==> src/rtl/sb_lsosc_div_pkg.sv <==
// Shared types for the LSOSC divided-clock generator: channel FSM states and the
// lock period-counter width (used only when SB_LSOSC_DIV_LOCK_EN is defined).
package sb_lsosc_div_pkg;

    typedef enum logic [1:0] {
        ST_IDLE = 2'd0,
        ST_HIGH = 2'd1,
        ST_LOW  = 2'd2
    } state_t;

    localparam int LOCK_CW = 4;

endpackage

==> src/rtl/sb_lsosc_div_ch.sv <==
// One divided-clock channel: registered enable, IDLE/HIGH/LOW FSM, half-period
// counter and latched divide. Optional lock tracking under SB_LSOSC_DIV_LOCK_EN.
module sb_lsosc_div_ch
    import sb_lsosc_div_pkg::*;
#(
    parameter int DW          = 8,
    parameter int LOCK_CYCLES = 4
) (
    input  logic          i_clk,
    input  logic          i_rst,
    input  logic          i_ena,
    input  logic [DW-1:0] i_div,
    output logic          o_clkout,
    output logic          o_tick,
`ifdef SB_LSOSC_DIV_LOCK_EN
    output logic          o_lock,
`endif
    output logic          o_run
);

    logic          r_ena_q;
    state_t        r_state;
    logic [DW-1:0] r_cnt;
    logic [DW-1:0] r_h_q;
    logic          r_tick;

    logic [DW-1:0] w_div_eff;
    logic          w_phase_end;

    // A programmed half-period of zero behaves as one.
    assign w_div_eff   = (i_div == '0) ? DW'(1) : i_div;
    assign w_phase_end = (r_cnt == (r_h_q - DW'(1)));

    always_ff @(posedge i_clk) begin
        if (i_rst) begin
            r_ena_q <= 1'b0;
            r_state <= ST_IDLE;
            r_cnt   <= '0;
            r_h_q   <= DW'(1);
            r_tick  <= 1'b0;
        end else begin
            r_ena_q <= i_ena;
            r_tick  <= 1'b0;
            case (r_state)
                ST_IDLE: begin
                    if (r_ena_q) begin
                        r_h_q   <= w_div_eff;
                        r_state <= ST_HIGH;
                        r_tick  <= 1'b1;
                    end
                end
                ST_HIGH: begin
                    // High phase always runs to completion, regardless of enable.
                    if (w_phase_end) begin
                        r_cnt   <= '0;
                        r_state <= ST_LOW;
                    end else begin
                        r_cnt <= r_cnt + DW'(1);
                    end
                end
                ST_LOW: begin
                    if (w_phase_end) begin
                        r_cnt <= '0;
                        if (r_ena_q) begin
                            r_h_q   <= w_div_eff;
                            r_state <= ST_HIGH;
                            r_tick  <= 1'b1;
                        end else begin
                            r_state <= ST_IDLE;
                        end
                    end else begin
                        r_cnt <= r_cnt + DW'(1);
                    end
                end
                default: r_state <= ST_IDLE;
            endcase
        end
    end

    assign o_clkout = (r_state == ST_HIGH);
    assign o_tick   = r_tick;
    assign o_run    = (r_state != ST_IDLE);

`ifdef SB_LSOSC_DIV_LOCK_EN
    localparam logic [LOCK_CW-1:0] LC = LOCK_CW'(LOCK_CYCLES);

    logic [LOCK_CW-1:0] r_pcnt;
    logic               r_lock;
    logic               w_high_entry;
    logic               w_div_change;
    logic               w_go_idle;

    assign w_high_entry = ((r_state == ST_IDLE) && r_ena_q) ||
                          ((r_state == ST_LOW) && w_phase_end && r_ena_q);
    // Only a re-latch from LOW can change the divide of a running clock.
    assign w_div_change = (r_state == ST_LOW) && w_phase_end && r_ena_q &&
                          (w_div_eff != r_h_q);
    assign w_go_idle    = (r_state == ST_LOW) && w_phase_end && !r_ena_q;

    always_ff @(posedge i_clk) begin
        if (i_rst || w_go_idle || w_div_change) begin
            r_pcnt <= '0;
            r_lock <= 1'b0;
        end else begin
            if (w_high_entry && (r_pcnt != LC)) begin
                r_pcnt <= r_pcnt + LOCK_CW'(1);
            end
            r_lock <= (r_pcnt == LC);
        end
    end

    assign o_lock = r_lock;
`endif

endmodule

==> src/rtl/sb_lsosc_div.sv <==
// Multi-channel glitch-free divided-clock generator for the LSOSC domain.
// Define SB_LSOSC_DIV_LOCK_EN to add the per-channel LOCK output.
module sb_lsosc_div
    import sb_lsosc_div_pkg::*;
#(
    parameter int NCH         = 2,
    parameter int DW          = 8,
    parameter int LOCK_CYCLES = 4
) (
    input  logic              CLK,
    input  logic              RST,
    input  logic [NCH-1:0]    ENA,
    input  logic [NCH*DW-1:0] DIV,
    output logic [NCH-1:0]    CLKOUT,
    output logic [NCH-1:0]    TICK,
`ifdef SB_LSOSC_DIV_LOCK_EN
    output logic [NCH-1:0]    LOCK,
`endif
    output logic [NCH-1:0]    RUN
);

    for (genvar g = 0; g < NCH; g++) begin : g_ch
        sb_lsosc_div_ch #(
            .DW          (DW),
            .LOCK_CYCLES (LOCK_CYCLES)
        ) u_ch (
            .i_clk    (CLK),
            .i_rst    (RST),
            .i_ena    (ENA[g]),
            .i_div    (DIV[g*DW +: DW]),
            .o_clkout (CLKOUT[g]),
            .o_tick   (TICK[g]),
`ifdef SB_LSOSC_DIV_LOCK_EN
            .o_lock   (LOCK[g]),
`endif
            .o_run    (RUN[g])
        );
    end

endmodule

==> config.mk <==
export PLATFORM = sky130hd
export DESIGN_NAME = sb_lsosc_div
export DESIGN_NICKNAME = d
export VERILOG_FILES = /design/src/rtl/sb_lsosc_div_pkg.sv /design/src/rtl/sb_lsosc_div_ch.sv /design/src/rtl/sb_lsosc_div.sv
export SDC_FILE = /design/constraint.sdc
export NUM_CORES = 1
export LEC_CHECK = 0
export CAP_MARGIN = 15
export CELL_PAD_IN_SITES_DETAIL_PLACEMENT = 0
export CELL_PAD_IN_SITES_GLOBAL_PLACEMENT = 2
export CORE_MARGIN = 5
export CORE_UTILIZATION = 37
export CTS_CLUSTER_DIAMETER = 100
export DETAILED_ROUTE_END_ITERATION = 8
export PLACE_DENSITY = 0.9
export SYNTH_ARGS = -nofsm -noshare
export SYNTH_HDL_FRONTEND = slang
export SYNTH_SLANG_ARGS = --single-unit
==> constraint.sdc <==
create_clock -name CLK -period 5.95 [get_ports CLK]
set_input_delay 1.785 -clock CLK [delete_from_list [all_inputs] [get_ports CLK]]
set_output_delay 1.785 -clock CLK [all_outputs]
set_load 0.02 [all_outputs]
# Word-level counts from Yosys, hierarchy flattened
# Index checks and enable logic that the tools add are counted.
# classes
addsub	4
n_mul	0
div	0
n_lt_le_gt_ge	0
eq_ne	12
shifts	0
mux	26
bitwise	0
reduce_logical	14
# op_table
op	count
$mux 8	8
$pmux 8 s2	2
$add 8x1->8 const B	2
$eq 8x8->1	2
$logic_not 8->1	2
$sub 8x1->8 const B	2
$mux 2	6
$pmux 2 s3	2
$ne 2x1->1 const B	4
$reduce_bool 2->1	4
$mux 1	6
$reduce_and 3->1	2
$eq 2x1->1 const B	2
$eq 2x2->1 const B	2
$logic_not 2->1	2
$ne 2x2->1 const B	2
$pmux 1 s2	2
$reduce_and 2->1	2
$reduce_or 2->1	2
# word_totals
ff_bits	40
latchBits	0
ramBits	0
romBits	0
in_bits	20
out_inout_bits	6
word_cells	66
mem_count	0

# Longest topological paths before layout
# Gate-level depths: netlist of the first run.
# depth
ltp_word	5
mapped_depth	9
depth_no_buf	9

# Modules after synthesis
# A second synthesis of the first run with hierarchy kept.
# hier_totals
hier_cells	352
hier_area_um2	2865.2
# by_module_without_submodules
module	instances	cells_per_inst	area_per_inst_um2	seq_area_each_um2
sb_lsosc_div_ch	2	176	1432.6	400.4

# Worst setup path before layout of the first run
# No wires, ideal clock.
# synth_path
kind	input -> register
from	input port DIV[5]
to	register g_ch[0].u_ch.r_h_q[0]
setup_time_ps	80
arrival_ps	2640
required_time_ps	5870
slack_ps	3230
stages	4
n_path_buf	0
path_cell_list	or4_1 > nor4_1 > o21ai_0 > o211ai_1
# synth_via
elab_chain_len	5
# synth_lines
element	line_no	text
start: declaration	sb_lsosc_div.sv:13	input logic [NCH*DW-1:0] DIV,
$logic_not 8->1 *	sb_lsosc_div_ch.sv:31	assign w_div_eff = (i_div == '0) ? DW'(1) : i_div;
$mux 8 *	sb_lsosc_div_ch.sv:31	
$mux 8 *	sb_lsosc_div_ch.sv:46, sb_lsosc_div_ch.sv:64	
$mux 8	sb_lsosc_div_ch.sv:62	if (w_phase_end) begin
$pmux 8 s2 *	sb_lsosc_div_ch.sv:44	case (r_state)
end signal: assignment	sb_lsosc_div_ch.sv:47	r_h_q <= w_div_eff;
end signal: assignment	sb_lsosc_div_ch.sv:65	r_h_q <= w_div_eff;
end: declaration	sb_lsosc_div_ch.sv:24	logic [DW-1:0] r_h_q;
# Mark *: on every way between the ends. The rest lies on a longest branch, timed or not. The select of a mux whose other input is x is not followed.
# A chain may end at the register's enable or synchronous reset.

# Worst setup path in the final report of the first run
# layout_path
from	register g_ch[0].u_ch.r_state[1]
to	output port RUN[0]
# layout_via
elab_chain_len	1
# layout_lines
element	line_no	text
start: declaration	sb_lsosc_div_ch.sv:22	state_t r_state;
start signal: assignment	sb_lsosc_div_ch.sv:37	r_state <= ST_IDLE;
start signal: assignment	sb_lsosc_div_ch.sv:48	r_state <= ST_HIGH;
start signal: assignment	sb_lsosc_div_ch.sv:56	r_state <= ST_LOW;
$reduce_bool 2->1	sb_lsosc_div_ch.sv:82	assign o_run = (r_state != ST_IDLE);
end: declaration	sb_lsosc_div.sv:19	output logic [NCH-1:0] RUN
# No other way between the ends.

==> results.rst, run 1 <==
.. list-table::
   :header-rows: 1

   * - Metric
     - Value
   * - Status
     - finished clean
   * - Layout net count
     - 310
   * - Number of synthesized register bits
     - 40
   * - Largest net degree at the start of global routing
     - 31
   * - Clock tree root buffer cell
     - sky130_fd_sc_hd__clkbuf_8
   * - Slowest stage delay, CP
     - 0.60 ns
   * - WS Path Type
     - register to output pin
   * - Total I/O pin count
     - 26
   * - Seq/Total Area, Yosys
     - 35.3%
   * - Setup repair bufs after CTS
     - 0
   * - First-pass GRT wire length
     - 8000 um
   * - Bufs on Longest Clock Path
     - 2
   * - Power density normalized to cell area
     - 353 mW/mm^2
   * - Global-route usage over all layers
     - 12.9%
   * - Cell with the biggest individual delay on the critical path
     - sky130_fd_sc_hd__clkdlybuf4s50_1
   * - Inserted Diodes
     - 0
   * - Peak fanout along the critical path
     - 5
   * - Input/output buffers
     - 25
   * - Synth Instances
     - 256
   * - Post-synthesis instance area
     - 0.00227 sq mm
   * - DR iter-0 viols
     - 88
   * - Number of endpoints with negative hold slack in the final report
     - 0
   * - CP dominant cell by count
     - sky130_fd_sc_hd__inv_1
   * - Source-to-sink clock delay at the later pin of the worst-skew pair
     - 0.29 ns
   * - Final period util
     - 58.8%
   * - Post-route total power
     - 0.945 mW
   * - Share of final-layout standard cells stronger than drive strength 1
     - 4.32%
   * - Critical path data arrival time
     - 1.72 ns
   * - Reg-to-reg critical path startpoint
     - g_ch[1].u_ch.r_h_q[0]
   * - Vertical extent of the die
     - 88.3 um
   * - Wire length per cell
     - 12.9 um
   * - Worst path top cell family by delay
     - buffers and inverters
   * - Hold-fix buffers, CTS
     - 0
   * - Min Hold Slack
     - 0.516 ns
   * - Die X
     - 88.3 um
   * - Count of unique library cells instantiated by Yosys
     - 44
   * - Post-detailed-routing wire length
     - 4550 um
   * - Core region area
     - 0.00596 sq mm
   * - Clock edge transition at the registers on the reported setup and hold paths
     - 0.08 ns
   * - Sinks on Clock Net
     - 40
   * - Number of clock buffers inserted by TritonCTS
     - 5
   * - CTS tree
     - yes
   * - Number of synthesis warnings
     - 0
   * - Detailed-routing iteration count for the pre-antenna-repair pass
     - 4
   * - Dpl hpwl
     - 3470 um
   * - Setup-violating endpoint count in the final report
     - 0
   * - Async S/R FF share, synth
     - 0%
   * - Post-route ant nets
     - 0
   * - Number of H-tree levels
     - 2
   * - Kind of launch point of the worst setup path
     - register
   * - Tmin final
     - 3.50 ns
   * - Syn Nets
     - 288
   * - Number of antenna violations at the first check in global routing
     - 0
   * - Via total after detailed routing
     - 1781
   * - Required time worst endpoint
     - 4.16 ns
   * - Number of fill cells in the layout
     - 614
   * - Area of the die
     - 0.00780 sq mm
   * - Leakage power total
     - 1.06 nW
   * - Total global routing overflow
     - 0
   * - Vias per cell
     - 5.05
   * - Area added between synthesis and finish
     - 17.9%
   * - Reported max-cap violation count
     - 0
   * - Count of flip-flops with a built-in enable after synthesis
     - 0
   * - Initial core utilization
     - 38.1%
   * - Start point of the worst min-delay path
     - g_ch[1].u_ch.r_state[0]
   * - Slew at the pin closest to its max-slew limit
     - 0.746 ns
   * - Main synth FF type
     - sky130_fd_sc_hd__dfxtp_1
   * - IR Drop Worst-Case VDD
     - 0.175 mV
   * - Endpoint type of the worst setup path
     - output pin
   * - Number of remaining DRC errors
     - 0
   * - Critical path buffer and inverter count
     - 3
   * - Post_cts resized
     - 0
   * - Launch point of the critical path
     - g_ch[0].u_ch.r_state[1]
   * - Placer congestion estimate
     - 0.744
   * - FP Rows
     - 28
   * - Maximum achievable frequency
     - 286 MHz
   * - Number of global-route vias before repair
     - 1740
   * - RSZ-0062 raised after global routing
     - no
   * - Post-Route Skew
     - 0.00816 ns
   * - Synthesized area per cell
     - 8.87 sq um
   * - Class of the worst hold path
     - register to register
   * - Total negative slack for setup checks
     - 0 ns
   * - Tightest slew margin relative to the limit
     - 50.1%
   * - CP cell instances
     - inv_1 > ha_1 > inv_1 > clkdlybuf4s50_1
   * - Slew Limit Fails
     - 0
## worst paths after layout
check	to	slack, ns	cells after the start
max reg2reg	g_ch[1].u_ch.r_h_q[0]	2.94	9
min	g_ch[1].u_ch.r_state[0]	0.52	2
max	RUN[0]	2.45	4
min reg2reg	g_ch[1].u_ch.r_state[0]	0.52	2
## through the flow
stage / cell area, sq um / worst slack (ns) / utilization [%] / instances
global route: 2680 / 2.35 / 44.9 / 353
finish: 2680 / 2.45 / 44.9 / 353
global placement: 2550 / 2.74 / 42.8 / 346
detailed placement: 2550 / 2.73 / 42.8 / 346
CTS: 2680 / 2.44 / 44.9 / 353
floorplan: 2270 / 3.23 / - / 256
## synthesized netlist by cell type (all sizes together) (4+ instances only)
library cell,instances,share of area [%]
a21oi,11,2.4
buf,8,2.5
dfxtp,40,35
ha,12,6.6
inv,12,2.0
mux2i,14,6.2
nand2,9,1.5
nand2b,8,2.2
nand3b,5,1.7
nand4,6,1.7
nor2,41,6.8
nor3,5,1.1
nor4,4,1.1
o211ai,6,2.0
or3,4,1.1
xnor2,16,6.2
xor2,16,6.2
## per-layer routing
metal / part of all wire (%) / vias up / wire length, um / track usage (%)
met5: 0 / - / 0 / 0
met1: 48 / 809 / 2180 / 16.4
met4: 1.5 / 0 / 66 / 3.71
li1: - / 934 / - / -
met3: 4.0 / 8 / 181 / 3.35
met2: 47 / 30 / 2120 / 21.6
## cells by family after synthesis
family	Yosys count	share of synthesized area, %
compound gates	38	12.6
flops	40	35.3
mux	14	6.17
xor+xnor	32	12.3
simple gates	97	21.7
fa+ha+maj	12	6.62
buf+inv	23	5.24
## tightest hold or removal path, stage by stage (launching register included)
cell	delay [ns]
sky130_fd_sc_hd__dfxtp_1	0.34
sky130_fd_sc_hd__o31ai_1	0.08
sky130_fd_sc_hd__a21oi_1	0.06
## flip-flops by register name, summed over array words and instances (netlist names)
signal,flops
g_ch.u_ch.o_tick,2
g_ch.u_ch.r_ena_q,2
g_ch.u_ch.r_cnt,16
g_ch.u_ch.r_h_q,16
g_ch.u_ch.r_state,4
## cells in the final DEF, fill, tap and decap left out, types with 2 or more instances in the layout
master | Yosys | routed
sky130_fd_sc_hd__and3_1 | 2 | 2
sky130_fd_sc_hd__xor2_1 | 16 | 16
sky130_fd_sc_hd__or3_1 | 4 | 4
sky130_fd_sc_hd__mux2i_1 | 14 | 14
sky130_fd_sc_hd__o31ai_1 | 2 | 2
sky130_fd_sc_hd__nand4_1 | 6 | 6
sky130_fd_sc_hd__nor4_1 | 4 | 4
sky130_fd_sc_hd__nand2_1 | 9 | 9
sky130_fd_sc_hd__nand2b_1 | 8 | 8
sky130_fd_sc_hd__o21ai_0 | 3 | 3
sky130_fd_sc_hd__ha_1 | 12 | 12
sky130_fd_sc_hd__nor3b_1 | 3 | 3
sky130_fd_sc_hd__nand3b_1 | 5 | 5
sky130_fd_sc_hd__inv_1 | 12 | 12
sky130_fd_sc_hd__bufinv_16 | 0 | 2
sky130_fd_sc_hd__a21oi_1 | 11 | 11
sky130_fd_sc_hd__clkbuf_8 | 0 | 5
sky130_fd_sc_hd__o211ai_1 | 6 | 6
sky130_fd_sc_hd__a211oi_1 | 2 | 2
sky130_fd_sc_hd__nor3_1 | 5 | 5
sky130_fd_sc_hd__nand3_1 | 3 | 3
sky130_fd_sc_hd__a31oi_1 | 2 | 2
sky130_fd_sc_hd__nor2b_1 | 2 | 2
sky130_fd_sc_hd__dfxtp_1 | 40 | 40
sky130_fd_sc_hd__clkdlybuf4s50_1 | 0 | 25
sky130_fd_sc_hd__xnor2_1 | 16 | 16
sky130_fd_sc_hd__a21o_1 | 2 | 2
sky130_fd_sc_hd__nor2_1 | 41 | 41
## layout make-up
cell class	count	area, sq um	share of cell area, %
Multi-Input combinational cell	193	1350	50.4
Sequential cell	40	801	29.9
Timing Repair Buffer	26	258	9.63
Tap cell	75	93.8	3.51
Clock buffer	5	68.8	2.57
Clock inverter	2	60.1	2.24
Inverter	12	45.0	1.68
## report_power, final
| part | switching (mW) | internal (mW) | leakage [nW] |
|---|---|---|---|
| clock | 0.0933 | 0.165 | 0.0642 |
| sequential | 0.0388 | 0.298 | 0.326 |
| combinational | 0.189 | 0.161 | 0.666 |
(Power assumes the default switching activity.)
==> inputs of run 2 (changes only) <==
--- a/config.mk
+++ b/config.mk
@@ -9,10 +9,10 @@
 export CELL_PAD_IN_SITES_DETAIL_PLACEMENT = 0
 export CELL_PAD_IN_SITES_GLOBAL_PLACEMENT = 2
 export CORE_MARGIN = 5
-export CORE_UTILIZATION = 37
+export CORE_UTILIZATION = 34
 export CTS_CLUSTER_DIAMETER = 100
 export DETAILED_ROUTE_END_ITERATION = 8
-export PLACE_DENSITY = 0.9
+export PLACE_DENSITY = 0.84
 export SYNTH_ARGS = -nofsm -noshare
 export SYNTH_HDL_FRONTEND = slang
 export SYNTH_SLANG_ARGS = --single-unit
==> constraint.sdc (replaced) <==
create_clock -name CLK -period 3.63 [get_ports CLK]
set_input_delay 1.089 -clock CLK [delete_from_list [all_inputs] [get_ports CLK]]
set_output_delay 1.089 -clock CLK [all_outputs]
set_load 0.02 [all_outputs]
==> run 2 against run 1 <==
  * Global-route usage fell by 0.72 points
  * Largest cell class unchanged
  * Critical path type is now register to register
  * First-iteration DRC count rose by 5.7%
  * Clock power rose by 54%
==> results.rst, run 2 (same netlist as run 1, synthesis figures left out) <==
.. list-table::
   :header-rows: 1

   * - Metric
     - Value
   * - Number of clock buffers inserted by TritonCTS
     - 5 (unchanged)
   * - Post_cts resized
     - 0 (unchanged)
   * - Required time worst endpoint
     - 3.78 ns (-0.38 ns)
   * - Sinks on Clock Net
     - 40 (unchanged)
   * - Reg-to-reg critical path startpoint
     - g_ch[1].u_ch.r_h_q[0]
   * - Area of the die
     - 0.00841 sq mm (+7.8%)
   * - Post-Route Skew
     - 0.00861 ns (+0.000448 ns)
   * - Layout net count
     - 311 (+0.32%)
   * - Number of antenna violations at the first check in global routing
     - 0 (unchanged)
   * - Share of final-layout standard cells stronger than drive strength 1
     - 5.00% (+0.68 points)
   * - Post-route total power
     - 1.52 mW (+61%)
   * - Slew Limit Fails
     - 0 (unchanged)
   * - FP Rows
     - 29 (+3.6%)
   * - Post-detailed-routing wire length
     - 4800 um (+5.4%)
   * - Total negative slack for setup checks
     - 0 ns (unchanged)
   * - Clock tree root buffer cell
     - sky130_fd_sc_hd__clkbuf_8
   * - Die X
     - 91.7 um (+3.8%)
   * - Class of the worst hold path
     - register to register
   * - Dpl hpwl
     - 3700 um (+6.9%)
   * - Vertical extent of the die
     - 91.7 um (+3.8%)
   * - Via total after detailed routing
     - 1802 (+1.2%)
   * - Clock edge transition at the registers on the reported setup and hold paths
     - 0.08 ns (about the same)
   * - Number of H-tree levels
     - 2 (unchanged)
   * - Peak fanout along the critical path
     - 9 (+4)
   * - Number of remaining DRC errors
     - 0 (unchanged)
   * - Placer congestion estimate
     - 0.732 (-1.6%)
   * - IR Drop Worst-Case VDD
     - 0.216 mV (+23%)
   * - Status
     - finished clean
   * - First-pass GRT wire length
     - 8480 um (+6.0%)
   * - Critical path data arrival time
     - 2.99 ns (+1.27 ns)
   * - Storage element area
     - 801 sq um (unchanged)
   * - Bufs on Longest Clock Path
     - 2 (unchanged)
   * - DR iter-0 viols
     - 93 (+5.7%)
   * - Hold-fix buffers, CTS
     - 0 (unchanged)
   * - Initial core utilization
     - 35.3% (-2.8 points)
   * - Placement Cell Area
     - 0.00256 sq mm (+0.39%)
   * - Number of global-route vias before repair
     - 1777 (+2.1%)
   * - Setup repair bufs after CTS
     - 0 (unchanged)
   * - Endpoint type of the worst setup path
     - register
   * - Source-to-sink clock delay at the later pin of the worst-skew pair
     - 0.29 ns (about the same)
   * - Kind of launch point of the worst setup path
     - register
   * - Start point of the worst min-delay path
     - g_ch[0].u_ch.r_h_q[7]
   * - Slowest stage delay, CP
     - 0.46 ns (-0.14 ns)
   * - Final period util
     - 78.2%
   * - Internal reg-to-reg setup slack
     - 0.79 ns (-2.15 ns)
   * - Number of fill cells in the layout
     - 649 (+5.7%)
   * - Area of the multi-input gates
     - 0.00135 sq mm (unchanged)
   * - Most common library cell in the layout ignoring fill and taps
     - sky130_fd_sc_hd__nor2_1
   * - Reported max-cap violation count
     - 0 (unchanged)
   * - Core region area
     - 0.00642 sq mm (+7.8%)
   * - Area added between synthesis and finish
     - 18.2%
   * - Inserted Diodes
     - 0 (unchanged)
   * - Cell with the biggest individual delay on the critical path
     - sky130_fd_sc_hd__or3b_2
   * - Largest registers
     - g_ch.u_ch.r_cnt (16), g_ch.u_ch.r_h_q (16), g_ch.u_ch.r_state (4)
   * - Setup-violating endpoint count in the final report
     - 0 (unchanged)
   * - Tmin final
     - 2.84 ns
   * - Tightest slew margin relative to the limit
     - 49.6% (-0.53 points)
   * - Maximum achievable frequency
     - 352 MHz
   * - Input/output buffers
     - 25 (unchanged)
   * - WS Path Type
     - register to register
   * - Cell Count, Final, Fillers Out
     - 357 (+1.1%)
   * - CTS tree
     - yes
   * - RSZ-0062 raised after global routing
     - no
   * - Highest-count cells in the layout ignoring fill and taps
     - 41 x sky130_fd_sc_hd__nor2_1, 40 x sky130_fd_sc_hd__dfxtp_1, 25 x sky130_fd_sc_hd__clkdlybuf4s50_1
   * - CP cell instances
     - inv_1 > ha_1 > or3b_2 > a22oi_1 > o211ai_1 > a211oi_1 > a41oi_2 > a2111oi_0 > a21oi_1
   * - Total I/O pin count
     - 26 (unchanged)
   * - Detailed-routing iteration count for the pre-antenna-repair pass
     - 4 (unchanged)
   * - Wire length per cell
     - 13.4 um (+4.2%)
   * - Worst slack after detailed placement
     - 0.795 ns (-1.93 ns)
   * - Power density normalized to cell area
     - 568 mW/mm^2 (+61%)
   * - Global-route usage over all layers
     - 12.2% (-0.72 points)
   * - Placed Cells incl. Taps
     - 349 (+0.87%)
   * - Number of endpoints with negative hold slack in the final report
     - 0 (unchanged)
   * - Largest net degree at the start of global routing
     - 13 (-58%)
   * - Leakage power total
     - 1.06 nW (+0.48%)
   * - Total global routing overflow
     - 0 (unchanged)
   * - Post-layout worst setup margin
     - 0.793 ns (-1.66 ns)
   * - Post-route cell area
     - 0.00268 sq mm (+0.28%)
   * - Slew at the pin closest to its max-slew limit
     - 0.754 ns (+0.00795 ns)
   * - Post-route ant nets
     - 0 (unchanged)
   * - Vias per cell
     - 5.05 (about the same)
   * - Launch point of the critical path
     - g_ch[1].u_ch.r_h_q[0]
run 2: path summary, 6_finish.rpt:
path,endpoint,depth (start not counted)
worst max-delay path,g_ch[1].u_ch.r_h_q[0],9
worst min-delay path,g_ch[0].u_ch.r_h_q[7],2
worst max register to register,g_ch[1].u_ch.r_h_q[0],9
worst min register to register,g_ch[0].u_ch.r_h_q[7],2
run 2: critical path, delay by kind of cell, from the launching register on:
family | cells | cell delay, ns
AOI/OAI and AO/OA | 6 | 1.56
adders and majority gates | 1 | 0.24
buffers and inverters | 1 | 0.07
and+or+nand+nor | 1 | 0.46
DFF | 1 | 0.37
run 2: cell type report:
type | count | area share [%]
multi-input combinational | 193 | 50.3
inverter | 12 | 1.68
sequential | 40 | 29.8
clock inverter | 1 | 1.12
timing repair buffer | 27 | 9.88
clock buffer | 7 | 3.59
tap | 77 | 3.59
run 2: power breakdown:
| group | total [mW] | internal, mW | switching [mW] |
|---|---|---|---|
| clock | 0.398 | 0.243 | 0.156 |
| sequential | 0.555 | 0.489 | 0.0660 |
| combinational | 0.572 | 0.265 | 0.307 |
| total | 1.52 | 0.997 | 0.528 |
run 2: through the flow:
stage               hold WS (ns)  util [%]
floorplan                  0.478         -
global placement           0.503      39.8
detailed placement         0.517      39.8
CTS                        0.533      41.8
global route               0.564      41.8
finish                     0.527      41.8
run 2: layer usage:
layer	wire length [um]	vias up	global-route usage, %
li1	-	936	-
met1	2280	841	15.0
met2	2300	19	20.9
met3	160	6	3.11
met4	62	0	3.96
met5	0	-	0
==> variant: new RTL, settings of run 2 <==
`DW` is set to 8 in 2 places; all go to 10.
--- a/src/rtl/sb_lsosc_div_ch.sv
+++ b/src/rtl/sb_lsosc_div_ch.sv
@@ -3,7 +3,7 @@
 module sb_lsosc_div_ch
     import sb_lsosc_div_pkg::*;
 #(
-    parameter int DW          = 8,
+    parameter int DW          = 10,
     parameter int LOCK_CYCLES = 4
 ) (
     input  logic          i_clk,
--- a/src/rtl/sb_lsosc_div.sv
+++ b/src/rtl/sb_lsosc_div.sv
@@ -4,7 +4,7 @@
     import sb_lsosc_div_pkg::*;
 #(
     parameter int NCH         = 2,
-    parameter int DW          = 8,
+    parameter int DW          = 10,
     parameter int LOCK_CYCLES = 4
 ) (
     input  logic              CLK,
Ports: changed (resized DIV); port bits go from 26 to 30. No check against the original RTL was run, so the function may have changed too.
==> variant against run 2 <==
Total power is 24% lower; clock skew is 0.00066 ns higher; design area is 26% higher; area after synthesis is 30% higher; critical path type unchanged; routed wire length is 32% higher; sequential cell count is 8 higher; first-iteration DRC count is 4.3% lower; synthesized cell count is 33% higher; worst setup slack worse by 0.20 ns; highest routed layer unchanged; clock power is 18% lower; utilization is 2.5 points lower.
==> variant: results (changes against run 2) <==
| Metric | Value |
|---|---|
| Largest registers | g_ch.u_ch.r_cnt: 20 flops, g_ch.u_ch.r_h_q: 20 flops, g_ch.u_ch.r_state: 4 flops |
| Clock network contribution to total cell area | 2.60% (-2.1 points) |
| Static Leakage | 1.28 nW (+21%) |
| Clk Latency, worst-skew pair | 0.31 ns (+0.02 ns) |
| Cells on worst reg2reg path | 8 (-1) |
| FILL cells | 881 (+36%) |
| CLK BUF | 5 (-2) |
| Non-clk buf share | 8.90% (-0.98 points) |
| GRT Overall Usage | 13.0% (+0.79 points) |
| Pre-CTS setup slack | 0.580 ns (-0.215 ns) |
| Ranking of synthesized cells by area | dfxtp_1 33%, nand2b_1 8.7%, mux2i_1 7.1% |
| Bufs w/o clock | 31 (+15%) |
| CTS Sinks | 48 (+20%) |
| Largest net degree at the start of global routing | 50 (+37) |
| Max_slew headroom | 46.9% (-2.6 points) |
| Status | finished clean |
| Beginning of the worst register-to-register path | g_ch[0].u_ch.r_h_q[0]$_SDFFE_PP1P_ |
| Inverters | 16 (+4) |
| Multi-input gates | 258 (+34%) |
| Largest incremental delay on the critical path | 0.55 ns (+0.09 ns) |
| Seq. cell area | 961 um^2 (+20%) |
| Flop2flop setup slack | 0.59 ns (-0.20 ns) |
| DP HPWL | 4830 um (+30%) |
| Vias in the first global route | 2400 (+35%) |
| Sequential-to-total area share from yosys stat | 32.5% (-2.7 points) |
| Critical Path AT | 3.22 ns (+0.23 ns) |
| Worst r2r dst | g_ch[0].u_ch.r_h_q[1]$_SDFFE_PP0P_ |
| Starting DRC count in detailed routing | 89 (-4.3%) |
| Max Fanout on Critical Path | 11 (+2) |
| Hold path start | g_ch[1].u_ch.r_h_q[9]$_SDFFE_PP0P_ |
| Post-Syn Nets | 377 (+31%) |
| Internal | 0.000804 W (-19%) |
| Wirelength, routed | 6340 um (+32%) |
## variant: cells by family after synthesis
group / count (synthesis) / synth area share, %
AND/OR/NAND/NOR: 145 / 27.9
flip-flops: 48 / 32.5
AO/OA/AOI/OAI: 42 / 10.6
XOR/XNOR: 38 / 11.3
buffers and inverters: 35 / 5.47
multiplexers: 21 / 7.12
adder cells (fa/ha/maj): 12 / 5.08
## variant: how the worst max path moves through the flow
| stage | startpoint | slack (ns) | end | cells after the start |
|---|---|---|---|---|
| floorplan | g_ch[0].u_ch.r_h_q[0]$_SDFFE_PP1P_ | 1.16 | g_ch[0].u_ch.r_state[1]$_SDFFE_PP0P_ | 9 |
| global placement | g_ch[0].u_ch.r_h_q[0]$_SDFFE_PP1P_ | 0.60 | g_ch[0].u_ch.r_h_q[0]$_SDFFE_PP1P_ | 8 |
| detailed placement | g_ch[0].u_ch.r_h_q[0]$_SDFFE_PP1P_ | 0.58 | g_ch[0].u_ch.r_h_q[1]$_SDFFE_PP0P_ | 8 |
| CTS | g_ch[0].u_ch.r_h_q[0]$_SDFFE_PP1P_ | 0.55 | g_ch[0].u_ch.r_h_q[1]$_SDFFE_PP0P_ | 8 |
| global route | g_ch[0].u_ch.r_h_q[0]$_SDFFE_PP1P_ | 0.32 | g_ch[0].u_ch.r_h_q[3]$_SDFFE_PP0P_ | 8 |
| finish | g_ch[0].u_ch.r_h_q[0]$_SDFFE_PP1P_ | 0.59 | g_ch[0].u_ch.r_h_q[1]$_SDFFE_PP0P_ | 8 |
## variant: stage by stage
| step | hold slack [ns] | std cells | cell area, um^2 |
|---|---|---|---|
| after CTS | 0.501 | 469 | 3370 |
| after global routing | 0.546 | 469 | 3370 |
| after global placement | 0.480 | 461 | 3290 |
| after floorplan | 0.460 | 341 | 2950 |
| after detailed placement | 0.483 | 461 | 3290 |
| final | 0.494 | 469 | 3370 |
## variant: per-layer routing
metal / vias up / share of wire [%] / track usage (%)
met4: 0 / 1.3 / 4.68
met2: 17 / 50 / 22.3
met5: - / 0 / 0
met1: 1111 / 46 / 16.2
li1: 1228 / - / -
met3: 7 / 2.3 / 2.55
## variant: power by group through the flow
stage / registers [W] / clock network [W] / logic, W
after floorplan: 0.000580 / 0 / 0.000187
after global placement: 0.000590 / 0 / 0.000248
after detailed placement: 0.000590 / 0 / 0.000250
after CTS: 0.000578 / 0.000346 / 0.000251
after global routing: 0.000583 / 0.000372 / 0.000277
final: 0.000578 / 0.000328 / 0.000248
## variant: worst reg2reg max path: stages (launching register included)
cell       delay, ns
dfxtp_1         0.41
inv_1           0.06
ha_1            0.26
o21ba_1         0.19
a221o_1         0.33
a2111oi_0       0.42
o2111ai_1       0.49
o22a_1          0.55
mux2i_1         0.20
